[config.mk]
export PLATFORM = sky130hd
export DESIGN_NAME = sipo_frame_receiver
export DESIGN_NICKNAME = d
export VERILOG_FILES = /design/src/rtl/sipo_pkg.sv /design/src/rtl/sipo_out_buffer.sv /design/src/rtl/sipo_frame_receiver.sv
export SDC_FILE = /design/constraint.sdc
export NUM_CORES = 1
export LEC_CHECK = 0
export ABC_AREA = 1
export BUFFER_PORTS_ARGS = -buffer_cell sky130_fd_sc_hd__buf_2
export CAP_MARGIN = 20
export CORE_UTILIZATION = 50
export CTS_BUF_LIST = sky130_fd_sc_hd__clkbuf_8 sky130_fd_sc_hd__clkbuf_16
export CTS_CLUSTER_DIAMETER = 100
export DETAILED_ROUTE_END_ITERATION = 10
export HOLD_SLACK_MARGIN = 0.1
export PLACE_DENSITY = 0.82
export SYNTH_ARGS = -nofsm -noshare
export SYNTH_HDL_FRONTEND = slang
export SYNTH_HIERARCHICAL = 1
export SYNTH_SLANG_ARGS = --single-unit
[constraint.sdc]
create_clock -name clock -period 1.9 [get_ports clock]
set_clock_uncertainty 0.15 [all_clocks]
set_input_delay 0.38 -clock clock [delete_from_list [all_inputs] [get_ports clock]]
set_output_delay 0.38 -clock clock [all_outputs]
set_load 0.01 [all_outputs]
[src/rtl/sipo_pkg.sv]
// rtl/sipo_pkg.sv - shared states, frame constants and parity helper for the SIPO receiver
package sipo_pkg;

  typedef enum logic [1:0] {
    IDLE = 2'd0,
    DATA = 2'd1,
    PAR  = 2'd2,
    STOP = 2'd3
  } rx_state_t;

  localparam logic START_BIT = 1'b1;
  localparam logic STOP_BIT  = 1'b0;

  // Even parity over up to 16 data bits; callers zero-extend narrower words
  function automatic logic even_parity(input logic [15:0] data);
    return ^data;
  endfunction

endpackage

[src/rtl/sipo_out_buffer.sv]
// rtl/sipo_out_buffer.sv - one-entry valid/ready holding register with overrun detection
module sipo_out_buffer
  import sipo_pkg::*;
#(
  parameter int WIDTH = 4
) (
  input  logic             clock,
  input  logic             reset_n,
  input  logic             load,
  input  logic [WIDTH-1:0] load_data,
  input  logic             load_perr,
  input  logic             out_ready,
  input  logic             clear_err,
  output logic [WIDTH-1:0] parallel_out,
  output logic             out_valid,
  output logic             parity_err,
  output logic             overrun
);

  logic accept;
  logic drop;

  // A new word fits when the slot is empty or is being consumed on this edge
  assign accept = load && (!out_valid || out_ready);
  assign drop   = load && out_valid && !out_ready;

  // Holding register: load wins over a plain handshake clear
  always_ff @(posedge clock or negedge reset_n) begin
    if (!reset_n) begin
      parallel_out <= '0;
      parity_err   <= 1'b0;
      out_valid    <= 1'b0;
    end else if (accept) begin
      parallel_out <= load_data;
      parity_err   <= load_perr;
      out_valid    <= 1'b1;
    end else if (out_valid && out_ready) begin
      out_valid    <= 1'b0;
    end
  end

  // Sticky overrun flag; a new drop beats a simultaneous clear
  always_ff @(posedge clock or negedge reset_n) begin
    if (!reset_n) begin
      overrun <= 1'b0;
    end else if (drop) begin
      overrun <= 1'b1;
    end else if (clear_err) begin
      overrun <= 1'b0;
    end
  end

endmodule

[src/rtl/sipo_frame_receiver.sv]
// rtl/sipo_frame_receiver.sv - serial frame receiver: start, data, optional parity, stop
module sipo_frame_receiver
  import sipo_pkg::*;
#(
  parameter int WIDTH     = 4,
  parameter int PARITY_EN = 1,
  parameter int MSB_FIRST = 1
) (
  input  logic             clock,
  input  logic             reset_n,
  input  logic             serial_in,
  input  logic             shift,
  output logic [WIDTH-1:0] parallel_out,
  output logic             out_valid,
  input  logic             out_ready,
  output logic             parity_err,
  output logic             frame_err,
  output logic             overrun,
  input  logic             clear_err
);

  localparam int CNT_W = $clog2(WIDTH);

  rx_state_t        state_q, state_d;
  logic [CNT_W-1:0] count_q, count_d;
  logic [WIDTH-1:0] acc_q, acc_d;
  logic             par_q, par_d;
  logic             word_done;
  logic             frame_set;
  logic             perr_calc;

  // Parity mismatch of the assembled word against the received parity bit
  assign perr_calc = (PARITY_EN != 0) && (even_parity(16'(acc_q)) != par_q);

  // FSM, bit counter, accumulator and captured parity registers
  always_ff @(posedge clock or negedge reset_n) begin
    if (!reset_n) begin
      state_q <= IDLE;
      count_q <= '0;
      acc_q   <= '0;
      par_q   <= 1'b0;
    end else begin
      state_q <= state_d;
      count_q <= count_d;
      acc_q   <= acc_d;
      par_q   <= par_d;
    end
  end

  // Next-state logic; nothing moves on edges without a shift strobe
  always_comb begin
    state_d   = state_q;
    count_d   = count_q;
    acc_d     = acc_q;
    par_d     = par_q;
    word_done = 1'b0;
    frame_set = 1'b0;
    if (shift) begin
      case (state_q)
        IDLE: begin
          if (serial_in == START_BIT) begin
            state_d = DATA;
            count_d = '0;
          end
        end
        DATA: begin
          if (MSB_FIRST != 0) acc_d = {acc_q[WIDTH-2:0], serial_in};
          else                acc_d = {serial_in, acc_q[WIDTH-1:1]};
          if (count_q == CNT_W'(WIDTH - 1)) begin
            count_d = '0;
            state_d = (PARITY_EN != 0) ? PAR : STOP;
          end else begin
            count_d = count_q + 1'b1;
          end
        end
        PAR: begin
          par_d   = serial_in;
          state_d = STOP;
        end
        STOP: begin
          state_d = IDLE;
          if (serial_in == STOP_BIT) word_done = 1'b1;
          else                       frame_set = 1'b1;
        end
        default: state_d = IDLE;
      endcase
    end
  end

  // Sticky framing error; a new bad stop bit beats a simultaneous clear
  always_ff @(posedge clock or negedge reset_n) begin
    if (!reset_n) begin
      frame_err <= 1'b0;
    end else if (frame_set) begin
      frame_err <= 1'b1;
    end else if (clear_err) begin
      frame_err <= 1'b0;
    end
  end

  sipo_out_buffer #(.WIDTH(WIDTH)) u_out_buffer (
    .clock        (clock),
    .reset_n      (reset_n),
    .load         (word_done),
    .load_data    (acc_q),
    .load_perr    (perr_calc),
    .out_ready    (out_ready),
    .clear_err    (clear_err),
    .parallel_out (parallel_out),
    .out_valid    (out_valid),
    .parity_err   (parity_err),
    .overrun      (overrun)
  );

endmodule

Word-level counts from Yosys, hierarchy flattened
Index checks and enable logic that the tools add are counted.

Register bits: 17. Latch bits: 0. Memory bits (writable): 0. Bits in read-only memories: 0. Bits of input ports: 6. Output and inout port bits: 8. Word-level logic and storage cells: 51. Memories kept: 0.

$add $sub $neg: 1. Multiply operators: 0. Divide/modulo/power cells: 0. Magnitude comparators: 0. Eq/ne operators: 7. Shift-type cells: 0. Mux-type cells: 17. Bitwise logic cells: 0. Reduce and logical (&&, ||, !) cells: 17.

Operator list (count): $reduce_xor A16 Y1 (1); $mux W1 (11); $mux W2 (4); $pmux W2 S4 (1); $reduce_bool A2 Y1 (4); $eq A2 B2 Y1 const B (3); $reduce_and A3 Y1 (2); $logic_and A1 B1 Y1 (4); $ne A2 B2 Y1 const B (2); $pmux W2 S2 (1); $reduce_and A2 Y1 (2); $add A2 B1 Y2 const B (1); $eq A2 B1 Y1 const B (1); $logic_not A1 Y1 (2); $logic_not A2 Y1 (1); $logic_or A1 B1 Y1 (1); $ne A1 B1 Y1 (1).

Depth between registers and ports, before layout
Word-level depth: 6. Gate-level depth with buffers: 9. Gate-level depth less buffers: 9.

Cells and area by module
Netlist, hierarchy kept.

By module, submodules not included: sipo_frame_receiver (times used 1, cells an instance 67, area each 566.8 µm², seq. area each 250.2 µm²); sipo_out_buffer (times used 1, cells an instance 29, area each 271.5 µm², seq. area each 175.2 µm²).

Worst setup path before layout
No wires, ideal clock.

Path type: reg2reg. From: reg state_q[0]. To: reg u_out_buffer.parallel_out[0]. Library setup time: 117 ps. Arrival: 1140 ps. Data required time: 1633 ps. Setup slack: 493 ps. Cell stages (with the launch flop): 7. Path buffers: 0. Clock period less this slack: 1407 ps. Cells stage by stage: dfrtp_1 -> ha_1 -> nand2_1 -> nor2_1 -> nand2_2 -> nand2_1 -> nand2_1.

Longest elaborated chain between the ends: 4.

Ends and longest elaborated chain: start: declaration (RTL line sipo_frame_receiver.sv:24) `rx_state_t state_q, state_d;`; start signal: assignment (RTL line sipo_frame_receiver.sv:43) `state_q <= state_d;`; $eq A2 B2 Y1 (RTL line sipo_frame_receiver.sv:59) `case (state_q)`; $mux W1 (RTL line sipo_frame_receiver.sv:59); $mux W1 (RTL line sipo_frame_receiver.sv:58) `if (shift) begin`; named net word_done (RTL line sipo_frame_receiver.sv:28) `logic word_done;`; $logic_and A1 B1 Y1 (RTL line sipo_out_buffer.sv:24) `assign accept = load && (!out_valid || out_ready);`; end signal: assignment (RTL line sipo_out_buffer.sv:34) `parallel_out <= load_data;`; end: declaration (RTL line sipo_out_buffer.sv:14) `output logic [WIDTH-1:0] parallel_out,`.

The timed path passes the listed nets, and every way through them passes these cells. A chain may end at the register's enable or synchronous reset.

Worst setup path after layout
Ends and elaborated chain as after synthesis.

==> flow_summary.yaml <==
layout:
  drive_gt1_frac: 0.1930
  multiInputGateArea_um2: 364.1
  area_growth_pct: 16.72
  seq_area_um2: 425.4
  final_util: 0.6347
  final_common_cell: "nand2_1"
  fin_nets: 128
  antenna_cells: 0
  fin_cells: 130
  mostFrequentLayoutCells: "nand2_1 (30), dfrtp_1 (17), inv_1 (13), buf_2 (13), nand3_1 (9)"
  fillers: 133
place:
  numPortBuffers: 13
  dpl.hpwl_um: 1103
  placed_cells: 125
  place.gp.congestion: 0.7736
  pre_cts_slack_ns: 0.3048
cts:
  insertion_delay_ns: 0.25
  cts.sinks: 17
  cts_tree: "yes"
  clk_transition_reported_paths_ns: 0.07
  cts_buffers: 3
  cts_resized: 0
  cts_root_buffer: "clkbuf_8"
  clock_path_buffers: 2
  htree_levels: 1
timing:
  rsz0062_at_grt: "no"
  period_share: 0.8721
  hold_slack_ns: 0.2059
  max_freq_ghz: 0.6035
  fin_crit_ns: 1.657
  relSlewSlack: 0.6587
  setup_viol: 0
  tightest_slew_ns: 0.5101
  hold_violations: 0
  maxSlewViolCount: 0
  fin_setup_tns_ns: 0
  layout_setup_ws_ns: 0.2431
detailed_routing:
  wl_met3_um: 46
  wl_um: 1552
  wl_per_cell_um: 11.94
  vias: 651
  topRoutingLayerUsed: "met4"
  wl_met2_um: 804
  first_pass_iters: 4
  vias_per_cell: 5.008
  drc: 0
  wirelength_met1_um: 686
  drtAntennaViolNets: 0
  drt_iter0_drc: 8
power_and_ir_drop:
  p_int_w: 0.0008826
  pwr-share-seq: 0.430
  power_frac_comb: 0.388
  switching_share: 0.3892
  clockPowerShare: 0.182
  power.net_switching_w: 0.0005625
  p_leak_nw: 0.5522
  peakVddDrop_uv: 735.7
  p_per_area_nw_per_um2: 1477
floorplan:
  die_h_um: 42.95
  core-area_um2: 1541
  row_count: 14
  ios: 14
  dieWidth_um: 42.95
  start_util: 0.5438
  die-area_um2: 1844
global_route:
  grt_pass1_vias: 612
  grt_max_degree: 18
  grt_pass1_wl_um: 2670
  grt_util_all_layers: 0.2025
  grt-ovfl-total: 0
  grt_antenna_before_repair: 0
critical_path:
  crit_path_frequent_cell: "nand2_1"
  critical_path_class: "reg2reg"
  crit_end: "u_out_buffer/parallel_out[0]$_DFFE_PN0P_"
  setup.worst_path.start: "state_q[0]$_DFFE_PN0P_"
  max_stage_delay_ns: 0.43
  regToRegStartpoint: "state_q[0]$_DFFE_PN0P_"
  cp_slowest_cell: "dfrtp_1"
  cp_num_cells: 6
  r2r_cells: 6
  worstPathBufferInverterCount: 0
  arrival_ns: 1.65
  path_cells: "ha_1 > nand2_1 > nor2_1 > nand2_2 > nand2_1 > nand2_1"
  reg2reg_slack_ns: 0.24
  cp.required_ns: 1.89
  startpoint_type: "flip-flop"
  critPathTopFamily: "simple AND/OR/NAND/NOR gates"
  rr_endpoint: "u_out_buffer/parallel_out[0]$_DFFE_PN0P_"
  crit_path_end_kind: "flip-flop"
  critPathMaxFanout: 7
synth:
  syn_inst: 96
  ys_seq_area_frac: 0.5075
  syn_area_um2: 838.3
  syn_avg_cell_area_um2: 8.732
  yosysWarningCount: 6
  yosys_register_bits: 17
  synth.distinct_cells: 16
  synth_fp_nets: 109
job:
  maxCapViolCount: 0
run_status:
  status: "complete, no violations"
worst_hold_path:
  hp-class: "in2reg"
## metrics by stage
step | instance area (um^2) | total power (W)
6_report | 978.4 | 0.001445
5_1_grt | 978.4 | 0.001586
4_1_cts | 978.4 | 0.001453
3_5_place_dp | 923.4 | 0.001184
3_3_place_gp | 923.4 | 0.001149
2_1_floorplan | 838.3 | 0.001018
## how the worst min path moves through the flow
| stage | cells after the start | startpoint | end | slack (ns) |
|---|---|---|---|---|
| 3_3_place_gp | 1 | reset_n | u_out_buffer/parity_err$_DFFE_PN0P_ | 0.16 |
| 5_1_grt | 2 | clear_err | u_out_buffer/overrun$_DFFE_PN0P_ | 0.21 |
| 2_1_floorplan | 0 | reset_n | acc_q[0]$_DFFE_PN0P_ | -0.07 |
| 4_1_cts | 2 | clear_err | u_out_buffer/overrun$_DFFE_PN0P_ | 0.20 |
| 3_5_place_dp | 1 | reset_n | u_out_buffer/parallel_out[3]$_DFFE_PN0P_ | 0.17 |
| 6_report | 2 | clear_err | u_out_buffer/overrun$_DFFE_PN0P_ | 0.21 |
## metal layers
layer	track usage	up-vias
li1	-	340
met1	0.2271	296
met2	0.3576	13
met3	0.03830	2
met4	0.1091	0
met5	0	-
## registers in the layout (all words and copies together) (netlist names)
signal / count
u_out_buffer/parallel_out: 4
frame_err: 1
count_q: 2
u_out_buffer/parity_err: 1
par_q: 1
u_out_buffer/overrun: 1
u_out_buffer/out_valid: 1
state_q: 2
acc_q: 4
## synth_stat cells
| library cell | number | share of area |
|---|---|---|
| nand2_1 | 30 | 0.13 |
| dfrtp_1 | 17 | 0.51 |
| inv_1 | 12 | 0.054 |
| nand3_1 | 9 | 0.054 |
| ha_1 | 7 | 0.10 |
| o21ai_0 | 4 | 0.024 |
| nand2_2 | 3 | 0.022 |
| nor2_1 | 3 | 0.013 |
| o21ai_1 | 3 | 0.018 |
| o22ai_1 | 2 | 0.015 |
| a21oi_1 | 1 | 0.0060 |
| inv_2 | 1 | 0.0045 |
| mux2_4 | 1 | 0.018 |
| or2_0 | 1 | 0.0075 |
| or2_2 | 1 | 0.0075 |
| xor2_1 | 1 | 0.010 |
## area by class of cell
type,instances,share of cell area
clock buffer,3,0.04220
clock inverter,1,0.003836
inverter,13,0.04987
multi-input combinational,66,0.3721
sequential,17,0.4348
tap,16,0.02046
timing repair buffer,14,0.07673
## power by group through the flow
stage	registers, W	clock network (W)	logic [W]
2_1_floorplan	0.000626	0	0.000391
3_3_place_gp	0.000618	0	0.000531
3_5_place_dp	0.000628	0	0.000556
4_1_cts	0.000622	0.000268	0.000563
5_1_grt	0.000639	0.000281	0.000666
6_report	0.000621	0.000264	0.000560
## cell families after synthesis
kind of cell	Yosys count	synth area share
adders and majority gates	7	0.1045
muxes	1	0.01791
and+or+nand+nor	47	0.2388
buffers and inverters	13	0.05820
AOI/OAI and AO/OA	10	0.06267
DFF	17	0.5075
xor gates and xnor gates	1	0.01045
## repair_timing
| item | 4_1_cts | 5_1_grt |
|---|---|---|
| endpoints found under the hold margin | 17 | 0 |
| buffers inserted | 0 | 0 |
| hold buffers | 1 | 0 |
(Power assumes the default switching activity.)
